## config.mk

```make
export PLATFORM = sky130hd
export DESIGN_NAME = apb_completer_regs
export DESIGN_NICKNAME = d
export VERILOG_FILES = /design/src/rtl/apb_pkg.sv /design/src/rtl/apb_regfile.sv /design/src/rtl/apb_completer_regs.sv
export SDC_FILE = /design/constraint.sdc
export NUM_CORES = 1
export LEC_CHECK = 0
export CORE_UTILIZATION = 30
export DETAILED_ROUTE_END_ITERATION = 8
export HOLD_SLACK_MARGIN = 0.1
export PLACE_DENSITY = 0.44
export SLEW_MARGIN = 20
export SYNTH_ARGS = -nofsm -noshare
export SYNTH_HDL_FRONTEND = slang
export SYNTH_SLANG_ARGS = --single-unit
```

## constraint.sdc

```tcl
create_clock -name PCLK -period 7.25 [get_ports PCLK]
set_clock_uncertainty 0.15 [all_clocks]
set_input_delay 1.45 -clock PCLK [delete_from_list [all_inputs] [get_ports PCLK]]
set_output_delay 1.45 -clock PCLK [all_outputs]
set_load 0.05 [all_outputs]
```

## src/rtl/apb_pkg.sv

```systemverilog
// Shared APB constants, FSM state type and byte-lane merge helper.
package apb_pkg;

  localparam int APB_DATA_W = 32;
  localparam int APB_ADDR_W = 32;
  localparam int APB_STRB_W = APB_DATA_W / 8;

  localparam logic [APB_DATA_W-1:0] APB_ID_DEFAULT = 32'hA9B0_0001;

  typedef enum logic [0:0] {
    IDLE   = 1'b0,
    ACCESS = 1'b1
  } apb_state_e;

  // Replace only the byte lanes whose strobe bit is set.
  function automatic logic [APB_DATA_W-1:0] apb_strb_merge(
    input logic [APB_DATA_W-1:0] old_v,
    input logic [APB_DATA_W-1:0] new_v,
    input logic [APB_STRB_W-1:0] strb
  );
    logic [APB_DATA_W-1:0] res;
    res = old_v;
    for (int b = 0; b < APB_STRB_W; b++) begin
      if (strb[b]) begin
        res[8*b +: 8] = new_v[8*b +: 8];
      end else begin
        res[8*b +: 8] = old_v[8*b +: 8];
      end
    end
    return res;
  endfunction

endpackage

```

## src/rtl/apb_regfile.sv

```systemverilog
// NREGS x 32-bit register storage: byte-strobed write, combinational read.
module apb_regfile
  import apb_pkg::*;
#(
  parameter int NREGS = 16,
  localparam int IDXW = $clog2(NREGS)
) (
  input  logic                  clk,
  input  logic                  rst,
  input  logic                  we,
  input  logic [IDXW-1:0]       widx,
  input  logic [APB_DATA_W-1:0] wdata,
  input  logic [APB_STRB_W-1:0] wstrb,
  input  logic [IDXW-1:0]       ridx,
  output logic [APB_DATA_W-1:0] rdata
);

  logic [NREGS-1:0][APB_DATA_W-1:0] mem_q;
  logic [NREGS-1:0][APB_DATA_W-1:0] mem_d;

  // Next storage contents: merge the strobed lanes into the written word.
  always_comb begin
    mem_d = mem_q;
    if (we) begin
      mem_d[widx] = apb_strb_merge(mem_q[widx], wdata, wstrb);
    end else begin
      mem_d = mem_q;
    end
  end

  // Storage flops, cleared by synchronous reset.
  always_ff @(posedge clk) begin
    if (rst) begin
      mem_q <= '0;
    end else begin
      mem_q <= mem_d;
    end
  end

  assign rdata = mem_q[ridx];

endmodule

```

## src/rtl/apb_completer_regs.sv

```systemverilog
// APB completer with a small register file, wait states and error reporting.
// The top register reads as ID_VALUE and rejects writes.
// Optional macro APB_PROT_CHECK_EN: unprivileged accesses to the upper
// half of the register space complete with an error.
module apb_completer_regs
  import apb_pkg::*;
#(
  parameter int                    NREGS       = 16,
  parameter int                    WAIT_CYCLES = 0,
  parameter logic [APB_DATA_W-1:0] ID_VALUE    = APB_ID_DEFAULT
) (
  input  logic                  PCLK,
  input  logic                  PRESET,
  input  logic                  PSEL,
  input  logic                  PENABLE,
  input  logic                  PWRITE,
  input  logic [APB_ADDR_W-1:0] PADDR,
  input  logic [APB_DATA_W-1:0] PWDATA,
  input  logic [APB_STRB_W-1:0] PSTRB,
  input  logic [2:0]            PPROT,
  output logic [APB_DATA_W-1:0] PRDATA,
  output logic                  PREADY,
  output logic                  PSLVERR
);

  localparam int                    IDXW       = $clog2(NREGS);
  localparam logic [IDXW-1:0]       ID_IDX     = IDXW'(NREGS - 1);
  localparam logic [3:0]            WAIT_LD    = 4'(WAIT_CYCLES);
  localparam logic [APB_ADDR_W-1:0] ADDR_LIMIT = APB_ADDR_W'(4 * NREGS);

  apb_state_e            state_q, state_d;
  logic [3:0]            cnt_q, cnt_d;
  logic [IDXW-1:0]       idx_s;
  logic                  oor_s;
  logic                  id_hit_s;
  logic                  prot_err_s;
  logic                  err_s;
  logic                  ready_s;
  logic                  we_s;
  logic [APB_DATA_W-1:0] reg_rdata_s;
  logic                  unused_s;

  // Address decode; byte offset bits are ignored.
  assign idx_s    = PADDR[IDXW+1:2];
  assign oor_s    = (PADDR >= ADDR_LIMIT);
  assign id_hit_s = (idx_s == ID_IDX);
  assign unused_s = ^{PPROT, PADDR[1:0]};

`ifdef APB_PROT_CHECK_EN
  // Upper half of the index space requires a privileged access.
  assign prot_err_s = idx_s[IDXW-1] & ~PPROT[0];
`else
  assign prot_err_s = 1'b0;
`endif

  assign err_s   = oor_s | (PWRITE & id_hit_s) | prot_err_s;
  assign ready_s = (state_q == ACCESS) & PSEL & PENABLE & (cnt_q == 4'd0);
  assign we_s    = ready_s & PWRITE & ~err_s;

  // Next-state and wait-counter logic.
  always_comb begin
    state_d = state_q;
    cnt_d   = cnt_q;
    case (state_q)
      IDLE: begin
        if (PSEL && !PENABLE) begin
          state_d = ACCESS;
          cnt_d   = WAIT_LD;
        end else begin
          state_d = IDLE;
          cnt_d   = 4'd0;
        end
      end
      ACCESS: begin
        if (!PSEL) begin
          // Initiator abandoned the transfer: no register update.
          state_d = IDLE;
          cnt_d   = 4'd0;
        end else if (!PENABLE) begin
          // A fresh setup phase restarts the wait sequence.
          state_d = ACCESS;
          cnt_d   = WAIT_LD;
        end else if (cnt_q != 4'd0) begin
          state_d = ACCESS;
          cnt_d   = cnt_q - 4'd1;
        end else begin
          // Completion edge; the next setup is accepted from IDLE.
          state_d = IDLE;
          cnt_d   = 4'd0;
        end
      end
      default: begin
        state_d = IDLE;
        cnt_d   = 4'd0;
      end
    endcase
  end

  // FSM state and wait counter registers.
  always_ff @(posedge PCLK) begin
    if (PRESET) begin
      state_q <= IDLE;
      cnt_q   <= 4'd0;
    end else begin
      state_q <= state_d;
      cnt_q   <= cnt_d;
    end
  end

  // Read data is driven only on a successful completing read.
  always_comb begin
    PRDATA = '0;
    if (ready_s && !PWRITE && !err_s) begin
      if (id_hit_s) begin
        PRDATA = ID_VALUE;
      end else begin
        PRDATA = reg_rdata_s;
      end
    end else begin
      PRDATA = '0;
    end
  end

  assign PREADY  = ready_s;
  assign PSLVERR = ready_s & err_s;

  apb_regfile #(
    .NREGS (NREGS)
  ) u_regfile (
    .clk   (PCLK),
    .rst   (PRESET),
    .we    (we_s),
    .widx  (idx_s),
    .wdata (PWDATA),
    .wstrb (PSTRB),
    .ridx  (idx_s),
    .rdata (reg_rdata_s)
  );

endmodule

```

==> impl_metrics.json, run 1 <==
{
  "rows": 102,
  "p_int_mw": 4.860,
  "clkTransAtPathRegs_ns": 0.06,
  "peakVddDrop_uv": 150.2,
  "regToRegEndpoint": "u_regfile.mem_q[138]",
  "area_growth_syn_to_layout_pct": 17.67,
  "status": "finished, final reports clean",
  "worstMarginPinSlew_ns": 1.210,
  "critPathLaunchType": "input pin",
  "yosysSeqAreaShare": 0.4388,
  "ys_ff_latch": 517,
  "ios": 110,
  "final_cell_mix": "dfxtp_1 (517), nor2_1 (451), a211oi_1 (309)",
  "hold_viol_final": 0,
  "wl_per_cell_um": 24.63,
  "yosysWarnings": 0,
  "p_seq_frac": 0.442,
  "p_switching_mw": 1.573,
  "clk_path_buf_depth": 3,
  "synth-edff-count": 0,
  "crit_arrival_ns": 4.78,
  "route.detailed.drc": 0,
  "min_period_over_period": 0.8800,
  "rsz0062_at_grt": "no",
  "cp.required_ns": 5.65,
  "utilization": 0.3577,
  "ant_nets": 0,
  "setup_viol": 0,
  "antenna_found_initial": 2,
  "dieArea_um2": 79750,
  "maxSlewHeadroom": 0.1932,
  "grt_pass1_wl_um": 131400,
  "initial_utilization": 0.3040,
  "cts_tree": "yes",
  "dp_hpwl_um": 51460,
  "rrSetupSlack_ns": 3.52,
  "ff2ff_path_depth": 9,
  "insertion_delay_ns": 0.63,
  "max_freq_mhz": 156.7,
  "cts_buffers": 58,
  "via_count": 20200,
  "synth_area_um2": 23590,
  "hold_class": "flip-flop to flip-flop",
  "pwr-share-comb": 0.072,
  "hold_slack_ns": 0.2931,
  "grt_pass1_vias": 20060,
  "antennaDiodeCount": 0,
  "seqCellArea_um2": 10350,
  "p_sw_frac": 0.2446,
  "clockRootBuffer": "clkbuf_16",
  "placed_cell_area_um2": 25730,
  "crit_fanout": 10,
  "wl_um": 89270,
  "overflow": 0,
  "crit_end": "PRDATA[27]",
  "multi_input_area_um2": 12270,
  "crit_start": "PADDR[17]",
  "period_minus_slack_ns": 6.380,
  "holdBufCountCts": 0,
  "dp_worst_setup_slack_ns": 0.8936,
  "setup_tns_ns": 0,
  "gp_congestion": 0.7905,
  "synthFlopType": "dfxtp_1",
  "cts_sinks": 517,
  "drive_gt1_frac": 0.1567,
  "synth.distinct_cells": 59,
  "layoutNonFillerInstCount": 3625,
  "drt_first_iter_violations": 1350,
  "power_density_nw_per_um2": 231.8,
  "syn_inst": 2561,
  "fin_area_um2": 27760,
  "final.setup.worst_slack_ns": 0.8701,
  "p_leak_nw": 9.501,
  "post_cts_buffers": 0,
  "track_usage": 0.2219,
  "async_flop_share": 0,
  "clkPwrFrac": 0.486,
  "mostFrequentLayoutCell": "dfxtp_1",
  "syn-num-nets": 2639,
  "nets": 2614,
  "fillCellCount": 7879,
  "worst_r2r_startpoint": "cnt_q[0]",
  "endpoint_kind": "primary output",
  "die_y_um": 282.4,
  "hold_start": "cnt_q[0]",
  "grt_max_degree": 201,
  "cts_resized": 0,
  "routed_via_density": 5.571,
  "dp_cells": 3516,
  "criticalPathCategory": "input pin to primary output",
  "slew_violations": 0,
  "power_mw": 6.433,
  "die_width_um": 282.4,
  "synth.avg_cell_area_um2": 9.210,
  "io_buffer_count": 104,
  "drv_cap": 0,
  "dr.pass1.iters": 6,
  "cts_htree_levels": 2,
  "core_um2": 77590
}
## layer usage
layer,track usage,routed length [µm],up-vias
met2,0.3502,40120,724
met3,0.03436,5621,143
met1,0.3020,39970,9965
met4,0.08829,3529,4
li1,-,-,9359
met5,0,27,-
## cell families (layout without fill, tap and decap cells)
logic type,after synthesis,after routing,share of synthesized area
simple gates,789,789,0.1601
fa+ha+maj,2,2,0.001061
compound gates,767,767,0.2198
buf+inv,255,279,0.04795
xor+xnor,2,2,0.0007428
flops,517,517,0.4388
mux,229,229,0.1316
## worst min-delay path by stage
stage | end | cells after the start | slack, ns
after global placement | cnt_q[0] | 1 | 0.28
after floorplan | cnt_q[0] | 1 | 0.26
after detailed placement | cnt_q[0] | 1 | 0.29
final | cnt_q[0] | 1 | 0.29
after CTS | cnt_q[0] | 1 | 0.30
after global routing | u_regfile.mem_q[491] | 1 | 0.32
## Yosys cell counts, drive strengths merged (3+ instances only)
cell	instances	area share
nor4	29	0.014
nand4	15	0.0046
nand2	39	0.0062
a22o	30	0.011
mux2i	85	0.036
nand2b	10	0.0027
and4	7	0.0026
dfxtp	517	0.44
mux2	88	0.042
a31oi	7	0.0019
buf	71	0.019
o31a	7	0.0026
a41o	3	0.0013
nor2	452	0.072
clkbuf	179	0.029
or2	24	0.0064
a211oi	328	0.11
nor2b	48	0.013
mux4	56	0.053
o41a	3	0.0014
o221ai	8	0.0030
and2	43	0.011
nand3	5	0.0013
o21ai	194	0.041
o31ai	27	0.0086
o22ai	28	0.0074
a21oi	95	0.020
a221oi	8	0.0030
inv	4	0.00064
o21a	21	0.0067
nor3	106	0.022
## layout make-up
type                    count  area share
multi-input cells        1789      0.4422
clock inverters            19     0.01077
inverters                   5   0.0007664
flip-flops and latches    517      0.3729
well taps                1040     0.04688
repair buffers            165     0.06446
clock buffers              90     0.06203
## worst max-delay path: stages
cell and delay (ns):
clkdlybuf4s50_1 0.42, nor4_2 0.41, nand4_4 0.12, buf_4 0.23, or4_1 0.74, a311oi_1 0.50, clkdlybuf4s50_1 0.90
## registers in the layout, indices dropped and copies added (netlist names)
register,count
cnt_q,4
state_q,1
u_regfile.mem_q,512
## power by group through the flow
| stage | clock network (mW) | logic (mW) | registers [mW] |
|---|---|---|---|
| 2_1_floorplan | 0 | 0.276 | 2.90 |
| 3_3_place_gp | 0 | 0.463 | 2.90 |
| 3_5_place_dp | 0 | 0.465 | 2.90 |
| 4_1_cts | 3.20 | 0.467 | 2.84 |
| 6_report | 3.13 | 0.465 | 2.84 |
| 5_1_grt | 3.30 | 0.491 | 2.84 |
(Power assumes the default switching activity.)
==> run 2, diff against run 1 <==
Settings changed: CAP_MARGIN set to 5.
==> results of run 2 <==
No change in the layout: final DEF, timing and power equal those of run 1.
